[src/rtl/axi_stream_fifo.sv]
// Synchronous valid/ready FIFO with show-ahead read port, occupancy count,
// programmable almost-full/almost-empty flags and a synchronous flush.
module axi_stream_fifo #(
  parameter int DATA_W       = 8,
  parameter int DEPTH        = 8,
  parameter int AFULL_LEVEL  = DEPTH - 1,
  parameter int AEMPTY_LEVEL = 1
) (
  input  logic                       clk,
  input  logic                       reset,
  input  logic                       flush,
  input  logic [DATA_W-1:0]          wdata,
  input  logic                       wvalid,
  output logic                       wready,
  output logic [DATA_W-1:0]          rdata,
  output logic                       rvalid,
  input  logic                       rready,
  output logic [$clog2(DEPTH+1)-1:0] level,
  output logic                       almost_full,
  output logic                       almost_empty
);

  localparam int PTR_W = $clog2(DEPTH);
  localparam int LVL_W = $clog2(DEPTH + 1);

  logic [DATA_W-1:0] mem_q [DEPTH];
  logic [PTR_W-1:0]  wptr_q, wptr_d;
  logic [PTR_W-1:0]  rptr_q, rptr_d;
  logic [LVL_W-1:0]  level_q, level_d;
  logic              full, empty, push, pop, mem_we;

  assign full   = (level_q == LVL_W'(DEPTH));
  assign empty  = (level_q == '0);
  assign wready = !full && !flush;
  assign rvalid = !empty && !flush;
  assign push   = wvalid && wready;
  assign pop    = rvalid && rready;
  // A word presented during reset is dropped; keep it out of the array too.
  assign mem_we = push && !reset;

  assign rdata        = rvalid ? mem_q[rptr_q] : '0;
  assign level        = level_q;
  assign almost_full  = (level_q >= LVL_W'(AFULL_LEVEL));
  assign almost_empty = (level_q <= LVL_W'(AEMPTY_LEVEL));

  always_comb begin
    wptr_d  = wptr_q;
    rptr_d  = rptr_q;
    level_d = level_q;
    if (flush) begin
      wptr_d  = '0;
      rptr_d  = '0;
      level_d = '0;
    end else begin
      if (push) wptr_d = wptr_q + 1'b1;
      if (pop)  rptr_d = rptr_q + 1'b1;
      case ({push, pop})
        2'b10:   level_d = level_q + 1'b1;
        2'b01:   level_d = level_q - 1'b1;
        default: level_d = level_q;
      endcase
    end
  end

  always_ff @(posedge clk) begin
    if (reset) begin
      wptr_q  <= '0;
      rptr_q  <= '0;
      level_q <= '0;
    end else begin
      wptr_q  <= wptr_d;
      rptr_q  <= rptr_d;
      level_q <= level_d;
    end
  end

  // Storage is never cleared; pointers and level alone define what is valid.
  always_ff @(posedge clk) begin
    if (mem_we) mem_q[wptr_q] <= wdata;
  end

endmodule
[config.mk]
export PLATFORM = sky130hd
export DESIGN_NAME = axi_stream_fifo
export DESIGN_NICKNAME = d
export VERILOG_FILES = /design/src/rtl/axi_stream_fifo.sv
export SDC_FILE = /design/constraint.sdc
export NUM_CORES = 1
export LEC_CHECK = 0
export ABC_AREA = 0
export BUFFER_PORTS_ARGS = -buffer_cell sky130_fd_sc_hd__clkbuf_2
export CAP_MARGIN = 10
export CORE_ASPECT_RATIO = 1.1
export CORE_UTILIZATION = 63
export CTS_CLUSTER_DIAMETER = 50
export DETAILED_ROUTE_END_ITERATION = 10
export PLACE_DENSITY = 0.84
export SLEW_MARGIN = 0
export SYNTH_ARGS = -nofsm -noshare
export SYNTH_HDL_FRONTEND = slang
export SYNTH_SLANG_ARGS = --single-unit
[constraint.sdc]
create_clock -name clk -period 5.12 [get_ports clk]
set_input_delay 0.256 -clock clk [delete_from_list [all_inputs] [get_ports clk]]
set_output_delay 0.256 -clock clk [all_outputs]
set_load 0.01 [all_outputs]
======== Word-level counts from Yosys, hierarchy flattened ========
Memory sizes are Yosys's and may differ from the RTL's. A register that Yosys moved wholly into a read port is not among the register bits.
Index checks and enable logic that the tools add are counted.
Widths: inputs -> output; s select.
cells by class
  add/subtract/negate cells ............... 4
  multiply operators ...................... 0
  divide/modulo/power cells ............... 0
  order comparisons ....................... 2
  equal/unequal tests ..................... 3
  shifts and indexed selects .............. 0
  multiplexer cells ....................... 6
  bitwise gates (word level) .............. 0
  reduce and logical (&&, ||, !) cells .... 12
operator list
  operator             count
  $mux 8               1
  $pmux 4 s2           1
  $add 3x1->3 const B  2
  $mux 3               2
  $logic_and 1x1->1    5
  $add 4x1->4 const B  1
  $eq 4x4->1 const B   1
  $ge 4x3->1 const B   1
  $le 4x1->1 const B   1
  $logic_not 1->1      4
  $logic_not 4->1      1
  $sub 4x1->4 const B  1
  $eq 2x1->1 const B   1
  $eq 2x2->1 const B   1
  $mux 1               2
  $reduce_bool 2->1    1
  $reduce_or 2->1      1
word-level totals
  register bits after elaboration ......... 10
  bits in latches ......................... 0
  bits in writable memories ............... 64
  memory bits (read-only) ................. 0
  input bits .............................. 13
  output and inout port bits .............. 16
  logic and storage cells ................. 31
  memories kept ........................... 1
memories
  name   depth  width  rd ports  clocked after Yosys merged registers in  write ports  line  RTL
  mem_q  8      8      1         1                                        1            26    logic [DATA_W-1:0] mem_q [DEPTH];

======== Logic depth before layout (Yosys ltp) ========
  word-level depth ........................ 7
  depth in mapped cells ................... 10

======== Least setup slack after synthesis ========
Ideal clock, no wire load.
  kind .................................... reg-to-reg
  from .................................... reg level_q[0], in the netlist level[0]
  to ...................................... reg level_q[3], in the netlist level[3]
  setup time .............................. 0.074 ns
  data arrival time ....................... 2.522 ns
  setup slack ............................. 2.524 ns
  cell stages (with the launch flop) ...... 11
  path buffers ............................ 1
  period minus slack after synthesis ...... 2.596 ns
  cell sequence ........................... dfxtp_1 -> inv_1 -> ha_1 -> nor3b_1 -> or3_1 -> clkbuf_1 -> inv_1 -> ha_1 -> or4b_4 -> a2111o_1 -> o21ai_0
between the ends
  cells in the longest elaborated chain, start to end .. 6
  elaborated cells on any way between the ends .. 14
ends and longest elaborated chain
  what                                                    line  RTL
  from (decl)                                             29    logic [LVL_W-1:0] level_q, level_d;
  from (signal assigned)                                  73    level_q <= level_d;
  $logic_not 4->1 (*)                                     33    assign empty = (level_q == '0);
  $logic_not 1->1 (*)                                     35    assign rvalid = !empty && !flush;
  $logic_and 1x1->1 (*)                                   35
  $logic_and 1x1->1 (*)                                   37    assign pop = rvalid && rready;
  net pop                                                 30    logic full, empty, push, pop, mem_we;
  $eq 2x1->1 / $eq 2x2->1 (equally long branches)         57    case ({push, pop})
  $pmux 4 s2 / $reduce_bool 2->1 (equally long branches)  -
The timed path passes the listed nets; every way through them passes the cells marked *.
A chain may end at the register's enable or synchronous reset.

======== Final worst setup path ========
Same ends and word-level chain as after synthesis.

==> impl_metrics.yaml <==
final_layout:
  drive_gt1_frac: 0.2703
  postLayoutCoreUtil: 0.7596
  fill_cells: 299
  fin_nets: 273
  stdcell_area_um2: 3632
  area_growth_pct: 12.69
  layoutNonFillerInstCount: 315
  n_antenna_cell: 0
floorplanning:
  pin_count: 29
  start_util: 0.6740
  core-area_um2: 4782
  die_area_um2: 5406
  fp-row-count: 26
  die_h_um: 77.02
  die_w_um: 70.20
route:
  drt_wl_total_mm: 6.040
  post_drt_wl_per_cell_um: 19.17
  drc: 0
  drt_iter0_drc: 235
  drtAntennaViolNets: 0
  viasPerCell: 6.013
  firstDrtPassIters: 4
  via_count: 1894
clock_network:
  post_cts_buffers: 0
  clockBufferDepth: 2
  insertion_delay_ns: 0.34
  numCtsBuffers: 9
  clk_pin_slew_ns: 0.08
  htreeDepth: 3
  cts_sinks: 77
  cts-resized-gates: 0
  clockRootBuffer: "clkbuf_8"
  cts_tree: "yes"
  hold_buffers: 0
place:
  gp_congestion: 0.7603
  dp_cells: 299
  dp_hpwl_mm: 3.871
  place_area_um2: 3442
  portBuffers: 28
setup_path:
  critPathMaxFanout: 7
  critPathRequiredTime_ns: 5.39
  criticalPathCategory: "flip-flop to flip-flop"
  critical_path.slowest_cell: "or4b_4"
  start_kind: "flip-flop"
  path_cells: "inv_1 -> ha_1 -> nor3b_1 -> or3_1 -> inv_1 -> ha_1 -> or4b_4 -> a2111o_1 -> o21ai_0"
  cp_num_buf_inv: 2
  critPathCaptureType: "flip-flop"
  crit_family: "simple AND/OR/NAND/NOR gates"
  worstPathArrival_ns: 2.99
  slowest_delay_ns: 0.49
grt:
  grtUsageMet2: 0.3885
  use_met1: 0.3037
  antenna_found_initial: 0
  grtUsageMet3: 0.07096
  grt_pass1_vias: 1992
  grt_max_degree: 33
  global_route.usage.total: 0.2467
  grt_busiest_layer: "met2"
  grt_pass1_wl_mm: 9.660
  grt_remaining_overflow: 0
synth:
  ys_types: 34
  mappedNetlistArea_um2: 3223
  seq_area_frac_synth: 0.6770
  synth.avg_cell_area_um2: 14.72
  syn-num-nets: 238
  yosys_warnings: 0
  ys_seq_elements: 77
  syn_inst: 219
timing:
  worst_slew_pin_slew_ns: 1.152
  maxSlewViolCount: 0
  fin_setup_tns_ns: 0
  fmax_ghz: 0.3678
  relSlewSlack: 0.2263
  hold_viol: 0
  post-route-period-util: 0.5311
  finalSetupViolCount: 0
  fin_skew_ns: 0.007303
  hold_ws_ns: 0.1811
  rsz0062_at_grt: "false"
  min_period_ns: 2.719
power:
  pwr-share-seq: 0.588
  p_int_uw: 918.5
  clkPwrFrac: 0.373
  leakage_nw: 1.293
  powerDensity_nw_per_um2: 319.9
  p_sw_frac: 0.2094
  pwr-share-comb: 0.038
  peakVddDrop_uv: 193.6
  p_switching_uw: 243.3
job:
  cap_violations: 0
hold_path:
  hp-class: "primary input to flip-flop"
status:
  outcome: "completed"
[worst paths after layout]
path                      end  cells after the start  slack, ns       from
hold reg to reg     rptr_q[2]                      2       0.51  rptr_q[2]
setup / recovery     level[3]                      9       2.40   level[0]
hold / removal    mem_q[7][0]                      1       0.18   wdata[0]
setup reg to reg     level[3]                      9       2.40   level[0]
[cells in the final DEF (no fill, tap or decap), drive strengths merged, types with 2 or more instances in the layout]
cell / synthesis / routed
edfxtp: 64 / 64
clkbuf: 4 / 37
mux2i: 22 / 22
mux2: 16 / 16
dfxtp: 13 / 13
nor3: 12 / 12
nor2: 10 / 10
nand2: 10 / 10
o22ai: 8 / 8
a22o: 8 / 8
or3: 6 / 6
ha: 6 / 6
inv: 5 / 5
buf: 5 / 5
nand3b: 4 / 4
o21ai: 4 / 4
a21oi: 4 / 4
clkinvlp: 0 / 3
clkinv: 0 / 3
or2: 2 / 2
nor2b: 2 / 2
xor2: 2 / 2
[kinds of logic after synthesis]
family                     count (synthesis)  share of synthesized area
DFF                                       77                     0.6770
and+or+nand+nor                           55                    0.09356
muxes                                     38                     0.1242
AOI/OAI and AO/OA                         27                    0.05785
buffers and inverters                     14                    0.01863
adders and majority gates                  6                    0.02329
xor gates and xnor gates                   2                   0.005436
[flip-flops by register name (all words and copies together) (netlist names), named ones only]
name,flops
rptr_q,3
mem_q,64
level,4
wptr_q,3
[final cells by class]
type                    count  area, um^2  area share
clock inverters             7       66.31     0.01826
flip-flops and latches     77        2182      0.6008
clock buffers               9       123.9     0.03410
multi-input cells         128       993.5      0.2735
inverters                   5       18.77    0.005167
well taps                  56       70.07     0.01929
repair buffers             33       177.7     0.04891
[synthesized netlist by cell type]
cell	instances	share of area
edfxtp_1	64	0.60
ha_1	6	0.023
nor3b_1	1	0.0023
buf_4	1	0.0023
clkbuf_1	4	0.0047
or3_1	6	0.012
nor3_1	12	0.019
buf_2	3	0.0047
a22o_1	8	0.022
a2111o_1	1	0.0035
buf_1	1	0.0012
o22ai_1	8	0.016
nand3_1	1	0.0016
mux2i_1	22	0.068
o21ai_0	4	0.0062
mux2_2	16	0.056
dfxtp_1	13	0.081
nand4b_1	1	0.0027
xor2_1	2	0.0054
or3b_2	1	0.0027
nand2b_1	1	0.0019
a21oi_1	4	0.0062
nor4b_1	1	0.0027
nor2_1	10	0.012
a211oi_1	1	0.0023
a21o_1	1	0.0023
inv_1	5	0.0058
nor4_1	1	0.0019
nand3b_1	4	0.0093
and3b_1	1	0.0027
nand2_1	10	0.012
or2_2	2	0.0039
nor2b_1	2	0.0039
or4b_4	1	0.0043
[power groups by stage]
| stage | Clock [mW] | Sequential [mW] | Combinational [mW] |
|---|---|---|---|
| 3_3_place_gp | 0 | 0.697 | 0.0432 |
| 4_1_cts | 0.439 | 0.683 | 0.0445 |
| 5_1_grt | 0.465 | 0.684 | 0.0493 |
| 2_1_floorplan | 0 | 0.697 | 0.0225 |
| 3_5_place_dp | 0 | 0.697 | 0.0442 |
| 6_report | 0.434 | 0.683 | 0.0446 |
[routing by layer]
layer  wire [um]  share of wire
met4         140          0.023
met3         283          0.047
met5           0              0
met2        3105           0.51
met1        2511           0.42
[through the flow]
step	setup slack [ns]	total power, mW
finish	2.401	1.162
floorplan	2.524	0.7200
detailed placement	2.431	0.7416
global placement	2.532	0.7403
global route	2.282	1.198
CTS	2.395	1.167
No activity file was read; power rests on OpenSTA's default activity.
